$ cat src/rtl/seq_pkg.sv
// Shared types and defaults for the stage sequencer.
package seq_pkg;

  typedef enum logic [1:0] {
    S_IDLE    = 2'd0,
    S_STAGE   = 2'd1,
    S_DISPLAY = 2'd2,
    S_ERROR   = 2'd3
  } seq_state_e;

  localparam int unsigned DISP_DONE_CODE_DEF = 4;

  // Stage index width; kept at least 1 bit so NUM_STAGES=1 still has a legal vector.
  function automatic int unsigned idx_width(input int unsigned n);
    return (n > 1) ? $clog2(n) : 1;
  endfunction

endpackage

$ cat src/rtl/stage_sequencer_if.sv
// Control/status bundle between the stage sequencer and the datapath blocks it drives.
interface stage_sequencer_if
  import seq_pkg::*;
#(
  parameter int unsigned NUM_STAGES  = 6,
  parameter int unsigned DISP_W      = 3,
  parameter int unsigned FRAME_CNT_W = 8,
  parameter int unsigned TIMEOUT_W   = 16
);
  localparam int unsigned IDX_W = idx_width(NUM_STAGES);

  logic                   run;
  logic                   abort;
  logic                   loop_en;
  logic [NUM_STAGES-1:0]  stage_done;
  logic [DISP_W-1:0]      display_code;
  logic [TIMEOUT_W-1:0]   timeout_limit;
  logic                   err_clear;

  logic                   state_idle;
  logic [NUM_STAGES-1:0]  stage_active;
  logic [NUM_STAGES-1:0]  stage_start;
  logic [IDX_W-1:0]       stage_idx;
  logic                   state_display;
  logic                   state_error;
  logic                   frame_done;
  logic [FRAME_CNT_W-1:0] frame_count;
  logic [IDX_W-1:0]       err_stage;

  modport master (
    output run, abort, loop_en, stage_done, display_code, timeout_limit, err_clear,
    input  state_idle, stage_active, stage_start, stage_idx, state_display,
           state_error, frame_done, frame_count, err_stage
  );

  modport slave (
    input  run, abort, loop_en, stage_done, display_code, timeout_limit, err_clear,
    output state_idle, stage_active, stage_start, stage_idx, state_display,
           state_error, frame_done, frame_count, err_stage
  );

endinterface

$ cat src/rtl/seq_watchdog.sv
// Per-stage cycle counter; flags expiry on the last allowed cycle without done.
module seq_watchdog #(
  parameter int unsigned TIMEOUT_W = 16
) (
  input  logic                 clk,
  input  logic                 reset,
  input  logic                 active_i,
  input  logic [TIMEOUT_W-1:0] limit_i,
  output logic                 expired_o
);

  logic [TIMEOUT_W-1:0] cnt_q;
  logic [TIMEOUT_W-1:0] cnt_d;

  // Any cycle that is not "in a stage, still waiting" zeroes the count, so every stage entry starts at 0.
  always_comb begin
    cnt_d = '0;
    if (active_i) cnt_d = cnt_q + TIMEOUT_W'(1);
  end

  always_ff @(posedge clk) begin
    if (reset) cnt_q <= '0;
    else       cnt_q <= cnt_d;
  end

  assign expired_o = active_i && (limit_i != '0) && (cnt_q == limit_i - TIMEOUT_W'(1));

endmodule

$ cat src/rtl/stage_sequencer.sv
// Frame sequencer: IDLE -> NUM_STAGES work stages -> DISPLAY, with abort, loop mode and
// frame counting. Optional per-stage watchdog/ERROR state under `SEQ_WATCHDOG_EN.
module stage_sequencer
  import seq_pkg::*;
#(
  parameter int unsigned NUM_STAGES     = 6,
  parameter int unsigned DISP_W         = 3,
  parameter int unsigned DISP_DONE_CODE = DISP_DONE_CODE_DEF,
  parameter int unsigned FRAME_CNT_W    = 8,
  parameter int unsigned TIMEOUT_W      = 16
) (
  input logic         clk,
  input logic         reset,
  stage_sequencer_if.slave bus
);

  localparam int unsigned      IDX_W    = idx_width(NUM_STAGES);
  localparam logic [IDX_W-1:0] IDX_LAST = IDX_W'(NUM_STAGES - 1);

  seq_state_e             state_q, state_d;
  logic [IDX_W-1:0]       idx_q, idx_d;
  logic [FRAME_CNT_W-1:0] frame_count_q, frame_count_d;
  logic [IDX_W-1:0]       err_stage_q, err_stage_d;
  logic [NUM_STAGES-1:0]  stage_start_q, stage_start_d;
  logic [NUM_STAGES-1:0]  stage_active_q, stage_active_d;
  logic [IDX_W-1:0]       stage_idx_q;
  logic                   frame_done_q, frame_done_d;
  logic                   state_idle_q, state_display_q, state_error_q;

  logic done_sel;
  logic wdog_expired;

  assign done_sel = bus.stage_done[idx_q];

`ifdef SEQ_WATCHDOG_EN
  seq_watchdog #(
    .TIMEOUT_W (TIMEOUT_W)
  ) u_watchdog (
    .clk       (clk),
    .reset     (reset),
    .active_i  ((state_q == S_STAGE) && !done_sel),
    .limit_i   (bus.timeout_limit),
    .expired_o (wdog_expired)
  );
`else
  assign wdog_expired = 1'b0;
`endif

  always_comb begin
    state_d       = state_q;
    idx_d         = idx_q;
    frame_count_d = frame_count_q;
    err_stage_d   = err_stage_q;
    frame_done_d  = 1'b0;

    unique case (state_q)
      S_IDLE: begin
        if (bus.run && !bus.abort) begin
          state_d = S_STAGE;
          idx_d   = '0;
        end
      end
      S_STAGE: begin
        if (bus.abort) begin
          state_d = S_IDLE;
          idx_d   = '0;
        end else if (done_sel) begin
          if (idx_q == IDX_LAST) begin
            state_d = S_DISPLAY;
            idx_d   = '0;
          end else begin
            idx_d = idx_q + IDX_W'(1);
          end
        end else if (wdog_expired) begin
          state_d     = S_ERROR;
          err_stage_d = idx_q;
          idx_d       = '0;
        end
      end
      S_DISPLAY: begin
        if (bus.abort) begin
          state_d = S_IDLE;
        end else if (bus.display_code == DISP_W'(DISP_DONE_CODE)) begin
          frame_done_d  = 1'b1;
          frame_count_d = frame_count_q + FRAME_CNT_W'(1);
          state_d       = (bus.loop_en && bus.run) ? S_STAGE : S_IDLE;
        end
        idx_d = '0;
      end
      S_ERROR: begin
        if (bus.err_clear) begin
          state_d     = S_IDLE;
          err_stage_d = '0;
        end
      end
      default: begin
        state_d = S_IDLE;
        idx_d   = '0;
      end
    endcase
  end

  // A stage is "entered" when we arrive from outside STAGE or the index moves.
  always_comb begin
    stage_start_d  = '0;
    stage_active_d = '0;
    if (state_d == S_STAGE) begin
      stage_active_d[idx_d] = 1'b1;
      if ((state_q != S_STAGE) || (idx_d != idx_q)) stage_start_d[idx_d] = 1'b1;
    end
  end

  always_ff @(posedge clk) begin
    if (reset) begin
      state_q         <= S_IDLE;
      idx_q           <= '0;
      frame_count_q   <= '0;
      err_stage_q     <= '0;
      stage_start_q   <= '0;
      stage_active_q  <= '0;
      stage_idx_q     <= '0;
      frame_done_q    <= 1'b0;
      state_idle_q    <= 1'b1;
      state_display_q <= 1'b0;
      state_error_q   <= 1'b0;
    end else begin
      state_q         <= state_d;
      idx_q           <= idx_d;
      frame_count_q   <= frame_count_d;
      err_stage_q     <= err_stage_d;
      stage_start_q   <= stage_start_d;
      stage_active_q  <= stage_active_d;
      stage_idx_q     <= (state_d == S_STAGE) ? idx_d : '0;
      frame_done_q    <= frame_done_d;
      state_idle_q    <= (state_d == S_IDLE);
      state_display_q <= (state_d == S_DISPLAY);
      state_error_q   <= (state_d == S_ERROR);
    end
  end

  assign bus.state_idle    = state_idle_q;
  assign bus.stage_active  = stage_active_q;
  assign bus.stage_start   = stage_start_q;
  assign bus.stage_idx     = stage_idx_q;
  assign bus.state_display = state_display_q;
  assign bus.frame_done    = frame_done_q;
  assign bus.frame_count   = frame_count_q;

`ifdef SEQ_WATCHDOG_EN
  assign bus.state_error = state_error_q;
  assign bus.err_stage   = err_stage_q;
`else
  logic unused_wdog;
  assign unused_wdog     = ^{bus.timeout_limit, err_stage_q, state_error_q};
  assign bus.state_error = 1'b0;
  assign bus.err_stage   = '0;
`endif

endmodule

$ cat src/flat_wrapper.sv
// flat-port wrapper written by rule: the top's interface ports become plain ports
module stage_sequencer_flat import seq_pkg::*;
#(
  parameter int unsigned NUM_STAGES     = 6,
  parameter int unsigned DISP_W         = 3,
  parameter int unsigned DISP_DONE_CODE = DISP_DONE_CODE_DEF,
  parameter int unsigned FRAME_CNT_W    = 8,
  parameter int unsigned TIMEOUT_W      = 16
)
  (clk, reset, bus_run, bus_abort, bus_loop_en, bus_stage_done, bus_display_code, bus_timeout_limit, bus_err_clear, bus_state_idle, bus_stage_active, bus_stage_start, bus_stage_idx, bus_state_display, bus_state_error, bus_frame_done, bus_frame_count, bus_err_stage);
  stage_sequencer_if #(.NUM_STAGES(NUM_STAGES), .DISP_W(DISP_W), .FRAME_CNT_W(FRAME_CNT_W), .TIMEOUT_W(TIMEOUT_W)) bus_i ();
  input logic clk;
  input logic reset;
  input wire logic [$bits(bus_i.run)-1:0] bus_run;
  input wire logic [$bits(bus_i.abort)-1:0] bus_abort;
  input wire logic [$bits(bus_i.loop_en)-1:0] bus_loop_en;
  input wire logic [$bits(bus_i.stage_done)-1:0] bus_stage_done;
  input wire logic [$bits(bus_i.display_code)-1:0] bus_display_code;
  input wire logic [$bits(bus_i.timeout_limit)-1:0] bus_timeout_limit;
  input wire logic [$bits(bus_i.err_clear)-1:0] bus_err_clear;
  output wire logic [$bits(bus_i.state_idle)-1:0] bus_state_idle;
  output wire logic [$bits(bus_i.stage_active)-1:0] bus_stage_active;
  output wire logic [$bits(bus_i.stage_start)-1:0] bus_stage_start;
  output wire logic [$bits(bus_i.stage_idx)-1:0] bus_stage_idx;
  output wire logic [$bits(bus_i.state_display)-1:0] bus_state_display;
  output wire logic [$bits(bus_i.state_error)-1:0] bus_state_error;
  output wire logic [$bits(bus_i.frame_done)-1:0] bus_frame_done;
  output wire logic [$bits(bus_i.frame_count)-1:0] bus_frame_count;
  output wire logic [$bits(bus_i.err_stage)-1:0] bus_err_stage;
  assign bus_i.run = bus_run;
  assign bus_i.abort = bus_abort;
  assign bus_i.loop_en = bus_loop_en;
  assign bus_i.stage_done = bus_stage_done;
  assign bus_i.display_code = bus_display_code;
  assign bus_i.timeout_limit = bus_timeout_limit;
  assign bus_i.err_clear = bus_err_clear;
  assign bus_state_idle = bus_i.state_idle;
  assign bus_stage_active = bus_i.stage_active;
  assign bus_stage_start = bus_i.stage_start;
  assign bus_stage_idx = bus_i.stage_idx;
  assign bus_state_display = bus_i.state_display;
  assign bus_state_error = bus_i.state_error;
  assign bus_frame_done = bus_i.frame_done;
  assign bus_frame_count = bus_i.frame_count;
  assign bus_err_stage = bus_i.err_stage;
  stage_sequencer #(.NUM_STAGES(NUM_STAGES), .DISP_W(DISP_W), .DISP_DONE_CODE(DISP_DONE_CODE), .FRAME_CNT_W(FRAME_CNT_W), .TIMEOUT_W(TIMEOUT_W)) u_core (.clk(clk), .reset(reset), .bus(bus_i));
endmodule
$ cat config.mk
export PLATFORM = sky130hd
export DESIGN_NAME = stage_sequencer_flat
export DESIGN_NICKNAME = d
export VERILOG_FILES = /design/src/rtl/seq_pkg.sv /design/src/rtl/stage_sequencer_if.sv /design/src/rtl/seq_watchdog.sv /design/src/rtl/stage_sequencer.sv /design/src/flat_wrapper.sv
export SDC_FILE = /design/constraint.sdc
export NUM_CORES = 1
export LEC_CHECK = 0
export CAP_MARGIN = 20
export CORE_ASPECT_RATIO = 0.7
export CORE_UTILIZATION = 46
export DETAILED_ROUTE_END_ITERATION = 12
export GPL_ROUTABILITY_DRIVEN = 0
export MAX_ROUTING_LAYER = met4
export PLACE_DENSITY = 0.87
export RECOVER_POWER = 25
export SLEW_MARGIN = 20
export SYNTH_ARGS = -nofsm -noshare
export SYNTH_HDL_FRONTEND = slang
export SYNTH_SLANG_ARGS = --single-unit
$ cat constraint.sdc
create_clock -name clk -period 4.3 [get_ports clk]
set_clock_uncertainty 0.15 [all_clocks]
set_input_delay 1.29 -clock clk [delete_from_list [all_inputs] [get_ports clk]]
set_output_delay 1.29 -clock clk [all_outputs]
set_load 0.01 [all_outputs]
==> results of run 1 <==
==> cells in the mapped netlist (all sizes together), types with 2 or more instances <==
library cell	instances	area share
nor2b	3	0.013
and4	2	0.012
and3	4	0.017
and2	5	0.021
or2	2	0.0083
a31oi	2	0.0083
nand2b	3	0.013
nor4b	2	0.022
xor2	4	0.023
o21ai	5	0.017
xnor2	2	0.012
nand4	4	0.021
nand3	3	0.013
a21oi	7	0.028
nor3	4	0.020
nor3b	7	0.053
nand2	8	0.022
mux2	2	0.015
nor2	18	0.045
dfxtp	31	0.41
buf	11	0.061
==> flip-flops by register name, summed over array words and instances (netlist names) <==
signal	cells
u_core.bus.stage_idx	3
u_core.bus.frame_count	8
u_core.bus.stage_active	6
u_core.bus.state_display	1
u_core.bus.frame_done	1
u_core.bus.state_idle	1
u_core.idx_q	3
u_core.bus.stage_start	6
u_core.state_q	2
==> cells by family (layout without fill, tap and decap cells) <==
group,count (synthesis),after routing
AOI/OAI and AO/OA,27,27
xor gates and xnor gates,6,6
adders and majority gates,1,1
buffers and inverters,13,49
DFF,31,31
muxes,3,3
other,1,4
and+or+nand+nor,69,69
==> cells in the final DEF, fill, tap and decap left out, types with 3 or more instances in the layout <==
| cell | netlist | final |
|---|---|---|
| clkbuf_8 | 0 | 6 |
| a21oi_1 | 5 | 5 |
| and2_1 | 5 | 5 |
| nand2b_1 | 3 | 3 |
| conb_1 | 1 | 4 |
| dfxtp_1 | 31 | 31 |
| nor3b_1 | 3 | 3 |
| dlygate4sd3_1 | 0 | 14 |
| and3_1 | 4 | 4 |
| nand4_1 | 3 | 3 |
| xor2_1 | 4 | 4 |
| nor2b_1 | 3 | 3 |
| nor3b_2 | 3 | 3 |
| nor2_1 | 18 | 18 |
| nand2_1 | 7 | 7 |
| clkdlybuf4s50_1 | 0 | 26 |
| o21ai_0 | 4 | 4 |
==> critical path, delay by kind of cell <==
kind                   cells  cell delay [ps]
AO/OA/AOI/OAI              2              440
buffers and inverters      1              550
AND/OR/NAND/NOR            3             1000
==> worst max path at each step <==
stage / start / end / slack [ps] / depth (start not counted)
after detailed placement: bus_abort / u_core.bus.stage_start[5] / 780 / 6
after global routing: bus_display_code[2] / u_core.bus.stage_start[5] / 840 / 6
after global placement: bus_abort / u_core.bus.stage_start[5] / 820 / 6
after CTS: bus_display_code[2] / u_core.bus.stage_start[5] / 1070 / 6
final: bus_abort / u_core.bus.stage_start[5] / 1050 / 6
after floorplan: bus_display_code[1] / u_core.bus.stage_start[2] / 1550 / 6
==> area by class of cell <==
type                       count  area, um^2  area share
multi-input combinational    110         792       0.400
sequential                    31         621       0.314
timing repair buffer          40         400       0.202
clock buffer                   6        82.6      0.0417
tap                           36        45.0      0.0228
clock inverter                 2        35.0      0.0177
inverter                       1        3.75     0.00190
==> routing by layer <==
layer,vias to the layer above,track usage
met5,-,-
met4,0,0.0600
met1,585,0.234
met2,33,0.313
li1,600,-
met3,7,0.0798
==> power breakdown <==
group          internal, mW  switching, mW  total [mW]
Combinational        0.0280         0.0290      0.0570
Clock                 0.187          0.110       0.297
Sequential            0.291        0.00328       0.294
==> results.sh, run 1 <==
export IMPL_fin_crit_sh=0.755
export IMPL_mappedNetlistArea_um2=1500
export IMPL_period_minus_slack_ps=3250
export IMPL_maxCapViolations=0
export IMPL_crit_type="primary input to flip-flop"
export IMPL_drc=0
export IMPL_wl_met1_um=1420
export IMPL_fin_tns_setup_ps=0
export IMPL_htreeDepth=2
export IMPL_max_stage_delay_ps=550
export IMPL_root_buffer="clkbuf_8"
export IMPL_pre_cts_slack_ps=775
export IMPL_synth_area_per_cell_um2=9.94
export IMPL_die_area_um2=3500
export IMPL_synth_compound_gate_area_share=0.141
export IMPL_area_delta_synth_final_pct=31.9
export IMPL_cts_sinks=31
export IMPL_synthFlopType="dfxtp_1"
export IMPL_rr_worst_depth=5
export IMPL_final_setup_worst_slack_ps=1050
export IMPL_max_slew_worst_pin_slew_ps=582
export IMPL_track_usage=0.199
export IMPL_dr_pass1_iters=4
export IMPL_design_area_um2=1980
export IMPL_fill_cells=223
export IMPL_synthCells=151
export IMPL_hold_buffers=0
export IMPL_outcome="completed"
export IMPL_path_max_fanout=11
export IMPL_r2r_start="u_core.idx_q[0]"
export IMPL_drive_gt1_frac=0.153
export IMPL_insertion_delay_ps=290
export IMPL_yosysUniqueCellTypes=54
export IMPL_yosys_area_share_simple=0.312
export IMPL_synth_top_family_by_area="simple AND/OR/NAND/NOR gates"
export IMPL_cts_setup_buffers=0
export IMPL_chipWidth_um=70.3
export IMPL_required_ps=4340
export IMPL_slew_headroom=0.611
export IMPL_clock_fmax_mhz=308
export IMPL_diodes=0
export IMPL_yosysSeqAreaShare=0.414
export IMPL_initial_core_util=0.510
export IMPL_clockBufferDepth=2
export IMPL_placed_cells=218
export IMPL_min_to="u_core.bus.frame_count[5]"
export IMPL_grt_pass1_vias=1144
export IMPL_hold_violations=0
export IMPL_drt_initial_drc_count=47
export IMPL_cp_arrival_ps=3280
export IMPL_final_cells=226
export IMPL_power_leakage_nw=0.769
export IMPL_finalMaxSlewViolations=0
export IMPL_ys_async_sr_fraction=0
export IMPL_die_h_um=49.8
export IMPL_clk_pin_slew_ps=60
export IMPL_io_pins=61
export IMPL_cp_slowest_cell="clkdlybuf4s50_1"
export IMPL_synth_adder_area_share=0.00834
export IMPL_synthXorXnorAreaFrac=0.0350
export IMPL_setup_viol=0
export IMPL_power_density_nw_per_um2=327
export IMPL_rows=16
export IMPL_grt_antenna_before_repair=0
export IMPL_numCtsBuffers=5
export IMPL_ys_ff_latch=31
export IMPL_nets=221
export IMPL_worstReg2RegEnd="u_core.bus.stage_start[2]"
export IMPL_synthMuxAreaShare=0.0217
export IMPL_postLayoutCoreUtil=0.673
export IMPL_timing_hold_ws_ps=365
export IMPL_whs_path_depth=2
export IMPL_finalPower_mw=0.648
export IMPL_min_delay_start="u_core.bus.frame_count[5]"
export IMPL_cp_cell_sequence="clkdlybuf4s50_1 > nor3b_4 > a221oi_2 > a211oi_4 > nand2_2 > nor4b_1"
export IMPL_rsz0062_at_grt="false"
export IMPL_finalWirelength_um=3030
export IMPL_synth_edff_count=0
export IMPL_end_kind="flip-flop"
export IMPL_vias=1225
export IMPL_core_um2=2940
export IMPL_port_buffers=40
export IMPL_grt_max_degree=16
export IMPL_reg2reg_slack_ps=1950
export IMPL_via_per_inst=5.42
export IMPL_cp_start_kind="primary input"
export IMPL_cts_tree="built"
export IMPL_gr_total_overflow=0
export IMPL_synth_warnings=0
export IMPL_wl_met2_um=1390
export IMPL_hpwl_um=2270
export IMPL_highest_layer="met4"
export IMPL_placed_area_um2=1860
export IMPL_ant_nets=0
export IMPL_irDropWorstVdd_mv=0.185
export IMPL_wl_met3_um=172
export IMPL_post_drt_wl_per_cell_um=13.4
export IMPL_cts_resized=0
export IMPL_min_path_type="flip-flop to flip-flop"
export IMPL_grt_first_pass_wirelength_um=5200
Power figures use the tool's default switching activity.
==> run 2: changes to the inputs <==
--- a/config.mk
+++ b/config.mk
@@ -7,11 +7,11 @@
 export LEC_CHECK = 0
 export CAP_MARGIN = 20
 export CORE_ASPECT_RATIO = 0.7
-export CORE_UTILIZATION = 46
+export CORE_UTILIZATION = 42
 export DETAILED_ROUTE_END_ITERATION = 12
 export GPL_ROUTABILITY_DRIVEN = 0
 export MAX_ROUTING_LAYER = met4
-export PLACE_DENSITY = 0.87
+export PLACE_DENSITY = 0.8
 export RECOVER_POWER = 25
 export SLEW_MARGIN = 20
 export SYNTH_ARGS = -nofsm -noshare
==> constraint.sdc (replaced) <==
create_clock -name clk -period 3.3 [get_ports clk]
set_clock_uncertainty 0.15 [all_clocks]
set_input_delay 0.99 -clock clk [delete_from_list [all_inputs] [get_ports clk]]
set_output_delay 0.99 -clock clk [all_outputs]
set_load 0.01 [all_outputs]
==> run 2 against run 1 <==
Clock-buffer cell count did not move; critical path depth unchanged; sequential share of layout area down 0.56 points; non-clock buffer count increased by 3; final area increased by 1.8%; sequential power grew 30%; via count rose by 0.57%; critical path type unchanged.
==> results.sh, run 2 (same netlist as run 1, synthesis figures left out) <==
export IMPL_grt_max_degree=15
export IMPL_power_leakage_nw=0.785
export IMPL_cp_cell_sequence="clkdlybuf4s50_1 > nor3b_2 > nand4_2 > a211oi_4 > nand2_2 > nor4b_1"
export IMPL_hold_violations=0
export IMPL_period_minus_slack_ps=2900
export IMPL_cts_resized=0
export IMPL_finalWirelength_um=3190
export IMPL_required_ps=3330
export IMPL_end_kind="flip-flop"
export IMPL_cts_tree="built"
export IMPL_cp_slowest_cell="clkdlybuf4s50_1"
export IMPL_final_cells=240
export IMPL_final_cell_mix="31 x dfxtp_1, 26 x clkdlybuf4s50_1, 18 x nor2_1"
export IMPL_clockBufferDepth=2
export IMPL_finalMaxSlewViolations=0
export IMPL_drc=0
export IMPL_crit_type="primary input to flip-flop"
export IMPL_whs_path_depth=2
export IMPL_worstReg2RegEnd="u_core.bus.stage_start[2]"
export IMPL_max_slew_worst_pin_slew_ps=515
export IMPL_initial_core_util=0.458
export IMPL_core_um2=3280
export IMPL_rsz0062_at_grt="false"
export IMPL_clk_pin_slew_ps=60
export IMPL_grt_pass1_vias=1152
export IMPL_dr_pass1_iters=4
export IMPL_drive_gt1_frac=0.166
export IMPL_reg2reg_slack_ps=1000
export IMPL_via_per_inst=5.13
export IMPL_fin_crit_sh=0.880
export IMPL_vias=1232
export IMPL_die_area_um2=3820
export IMPL_max_stage_delay_ps=560
export IMPL_gr_total_overflow=0
export IMPL_rr_worst_depth=5
export IMPL_numCtsBuffers=5
export IMPL_maxCapViolations=0
export IMPL_path_max_fanout=11
export IMPL_cp_start_kind="primary input"
export IMPL_final_common_cell="dfxtp_1"
export IMPL_hpwl_um=2400
export IMPL_cp_arrival_ps=2930
export IMPL_cts_sinks=31
export IMPL_nets=224
export IMPL_min_to="u_core.bus.frame_count[5]"
export IMPL_irDropWorstVdd_mv=0.245
export IMPL_grt_antenna_before_repair=0
export IMPL_io_pins=61
export IMPL_clock_fmax_mhz=344
export IMPL_cp_top_family="simple AND/OR/NAND/NOR gates"
export IMPL_htreeDepth=2
export IMPL_port_buffers=40
export IMPL_grt_first_pass_wirelength_um=5310
export IMPL_power_density_nw_per_um2=418
export IMPL_chipWidth_um=73.4
export IMPL_root_buffer="clkbuf_8"
export IMPL_critPathBufInv=1
export IMPL_timing_hold_ws_ps=364
export IMPL_r2r_start="u_core.idx_q[0]"
export IMPL_post_drt_wl_per_cell_um=13.3
export IMPL_outcome="completed"
export IMPL_slew_headroom=0.654
export IMPL_diodes=0
export IMPL_setup_viol=0
export IMPL_min_path_type="flip-flop to flip-flop"
export IMPL_fin_tns_setup_ps=0
export IMPL_min_delay_start="u_core.bus.frame_count[5]"
export IMPL_placed_cells=232
export IMPL_track_usage=0.195
export IMPL_finalPower_mw=0.843
export IMPL_largest_reg_flops=8
export IMPL_area_delta_synth_final_pct=34.4
export IMPL_cts_setup_buffers=0
export IMPL_die_h_um=52.0
export IMPL_drt_initial_drc_count=94
export IMPL_rows=17
export IMPL_hold_buffers=0
export IMPL_insertion_delay_ps=280
export IMPL_ant_nets=0
==> run 2: cell count changes in the layout (fill, tap and decap cells not counted) <==
cell and change:
buf_4 +3
==> run 2: power breakdown <==
part	switching, mW	total (mW)	internal, mW
clock network	0.138	0.382	0.244
registers	0.00417	0.383	0.379
logic	0.0397	0.0781	0.0385
total	0.182	0.843	0.661
==> run 2: through the flow <==
stage          utilization  area (um^2)  setup slack, ps
2_1_floorplan            -         1510              846
3_3_place_gp         0.579         1900              176
3_5_place_dp         0.579         1900             79.1
4_1_cts              0.615         2020              371
5_1_grt              0.615         2020              205
6_report             0.615         2020              396
==> run 2: worst max path at each step <==
stage	endpoint	depth (start not counted)	start
2_1_floorplan	u_core.bus.stage_start[2]	6	bus_display_code[1]
3_3_place_gp	u_core.bus.stage_start[5]	6	bus_abort
3_5_place_dp	u_core.bus.stage_start[5]	6	bus_abort
4_1_cts	u_core.bus.stage_start[5]	6	bus_abort
5_1_grt	u_core.bus.stage_start[5]	6	bus_abort
6_report	u_core.bus.stage_start[5]	6	bus_abort
==> run 2: metal layers <==
layer / vias to the layer above / track usage / share of wire / wire length (um)
met5: - / - / 0 / 0
met2: 44 / 0.312 / 0.49 / 1560
met3: 4 / 0.0581 / 0.066 / 210
met4: 0 / 0.0769 / 0.0085 / 27
li1: 606 / - / - / -
met1: 578 / 0.232 / 0.43 / 1380
==> run 2: cell type report <==
class                      count  area (um^2)
fill                         287         1260
timing repair buffer          43          423
inverter                       1         3.75
tap                           47         58.8
clock inverter                 2         35.0
multi-input combinational    110          792
sequential                    31          621
clock buffer                   6         82.6
==> run 2: worst min-delay path: stages, from the launching register on <==
cell,delay [ps]
dfxtp_1,330
o21ai_0,70
a21oi_1,60
==> run 3: changes to the inputs <==
--- a/config.mk
+++ b/config.mk
@@ -7,6 +7,7 @@
 export LEC_CHECK = 0
 export CAP_MARGIN = 20
 export CORE_ASPECT_RATIO = 0.7
+export CORE_MARGIN = 1.5
 export CORE_UTILIZATION = 42
 export DETAILED_ROUTE_END_ITERATION = 12
 export GPL_ROUTABILITY_DRIVEN = 0
==> run 3 against run 2 <==
Register-to-register slack got worse by 30 ps; final cell count fell by 0.42%; clock-buffer cell count did not move; largest cell class unchanged; critical path type unchanged; first-iteration DRC count fell by 52%; sequential power barely moved.
==> results.sh, run 3 (same netlist as run 1, synthesis figures left out) <==
export IMPL_outcome="completed"
export IMPL_hold_violations=0
export IMPL_p_sw_frac=0.234
export IMPL_die_h_um=53.0
export IMPL_max_slew_worst_pin_slew_ps=529
export IMPL_clockBufferDepth=2
export IMPL_die_area_um2=3950
export IMPL_insertion_delay_ps=290
export IMPL_ant_nets=0
export IMPL_path_max_fanout=11
export IMPL_maxCapViolations=0
export IMPL_min_to="u_core.bus.frame_count[7]"
export IMPL_switching_power_mw=0.177
export IMPL_grt_antenna_before_repair=0
export IMPL_numCtsBuffers=5
export IMPL_grt_first_pass_wirelength_um=4930
export IMPL_nets=224
export IMPL_seq_area_um2=621
export IMPL_rr_worst_depth=5
export IMPL_cp_arrival_ps=2920
export IMPL_finalWirelength_um=3100
export IMPL_crit_type="primary input to flip-flop"
export IMPL_core_um2=3280
export IMPL_fin_tns_setup_ps=0
export IMPL_whs_path_depth=2
export IMPL_io_pins=61
export IMPL_required_ps=3330
export IMPL_power_density_nw_per_um2=381
export IMPL_cts_setup_buffers=0
export IMPL_rsz0062_at_grt="false"
export IMPL_min_delay_start="u_core.bus.frame_count[7]"
export IMPL_final_common_cell="dfxtp_1"
export IMPL_diodes=0
export IMPL_hold_buffers=0
export IMPL_r2r_start="u_core.idx_q[0]"
export IMPL_irDropWorstVdd_mv=0.161
export IMPL_cts_sinks=31
export IMPL_area_delta_synth_final_pct=32.4
export IMPL_fill_cells=302
export IMPL_min_path_type="flip-flop to flip-flop"
export IMPL_final_setup_worst_slack_ps=414
export IMPL_clock_fmax_mhz=346
export IMPL_drive_gt1_frac=0.161
export IMPL_reg2reg_slack_ps=970
export IMPL_largest_reg_flops=8
export IMPL_power_leakage_nw=0.770
export IMPL_final_cell_mix="31 x dfxtp_1, 26 x clkdlybuf4s50_1, 18 x nor2_1"
export IMPL_rows=17
export IMPL_post_drt_wl_per_cell_um=13.0
export IMPL_hpwl_um=2340
export IMPL_period_minus_slack_ps=2890
export IMPL_worstReg2RegEnd="u_core.bus.stage_start[4]"
export IMPL_htreeDepth=2
export IMPL_cts_resized=0
export IMPL_cp_start_kind="primary input"
export IMPL_track_usage=0.176
export IMPL_pre_cts_slack_ps=130
export IMPL_slew_headroom=0.645
export IMPL_finalMaxSlewViolations=0
export IMPL_dr_pass1_iters=4
export IMPL_cts_tree="built"
export IMPL_grt_max_degree=15
export IMPL_initial_core_util=0.458
export IMPL_pwr_share_clk=0.393
export IMPL_port_buffers=40
export IMPL_grt_pass1_vias=1111
export IMPL_via_per_inst=5.12
export IMPL_vias=1224
export IMPL_multi_input_area_um2=792
export IMPL_end_kind="flip-flop"
export IMPL_setup_viol=0
export IMPL_fin_crit_sh=0.875
export IMPL_drc=0
export IMPL_comb_power_share=0.102
export IMPL_gr_total_overflow=0
export IMPL_root_buffer="clkbuf_8"
export IMPL_pwr_share_seq=0.505
export IMPL_power_internal_mw=0.580
export IMPL_chipWidth_um=74.4
export IMPL_clk_pin_slew_ps=60
export IMPL_drt_initial_drc_count=45
[run 3: changes by cell type in the layout (fill, tap and decap cells not counted), sizes merged]
cell    before  now
bufinv       1    0
[run 3: through the flow]
| step | instance area, um^2 | total power, mW | util | hold WS, ps | std cells |
|---|---|---|---|---|---|
| global placement | 1900 | 0.467 | 0.579 | 329 | 232 |
| global route | 1990 | 0.781 | 0.606 | 404 | 239 |
| detailed placement | 1900 | 0.468 | 0.579 | 368 | 232 |
| CTS | 1990 | 0.766 | 0.606 | 382 | 239 |
| finish | 1990 | 0.758 | 0.606 | 382 | 239 |
| floorplan | 1510 | 0.441 | - | 360 | 154 |
[run 3: power groups by stage]
stage | registers (mW) | clock network (mW) | logic, mW
after floorplan | 0.390 | 0 | 0.0509
after global placement | 0.391 | 0 | 0.0756
after detailed placement | 0.391 | 0 | 0.0773
after CTS | 0.383 | 0.305 | 0.0776
after global routing | 0.383 | 0.315 | 0.0830
final | 0.383 | 0.298 | 0.0771
[run 3: how the worst max path moves through the flow]
stage / startpoint / endpoint / slack, ps / cells after the start
finish: bus_abort / u_core.bus.stage_start[5] / 410 / 6
global route: bus_abort / u_core.bus.stage_start[5] / 230 / 6
CTS: bus_abort / u_core.bus.stage_start[5] / 410 / 6
detailed placement: bus_abort / u_core.bus.stage_start[5] / 130 / 6
global placement: bus_abort / u_core.bus.stage_start[5] / 160 / 6
floorplan: bus_display_code[1] / u_core.bus.stage_start[2] / 850 / 6
[run 3: layout make-up]
type                       instances  area share
multi-input combinational        110       0.399
inverter                           1     0.00189
clock inverter                     1     0.00252
sequential                        31       0.313
timing repair buffer              43       0.213
tap                               47      0.0296
clock buffer                       6      0.0416
[run 3: routing by layer]
metal	part of all wire	GRT usage
met5	0	-
met4	0.022	0.0818
met3	0.065	0.0743
met2	0.46	0.269
met1	0.45	0.202
[run 3: worst max-delay path, cell delays in order]
cell and delay [ps]:
clkdlybuf4s50_1 550, nor3b_2 260, nand4_2 170, a211oi_4 340, nand2_2 250, nor4b_1 360
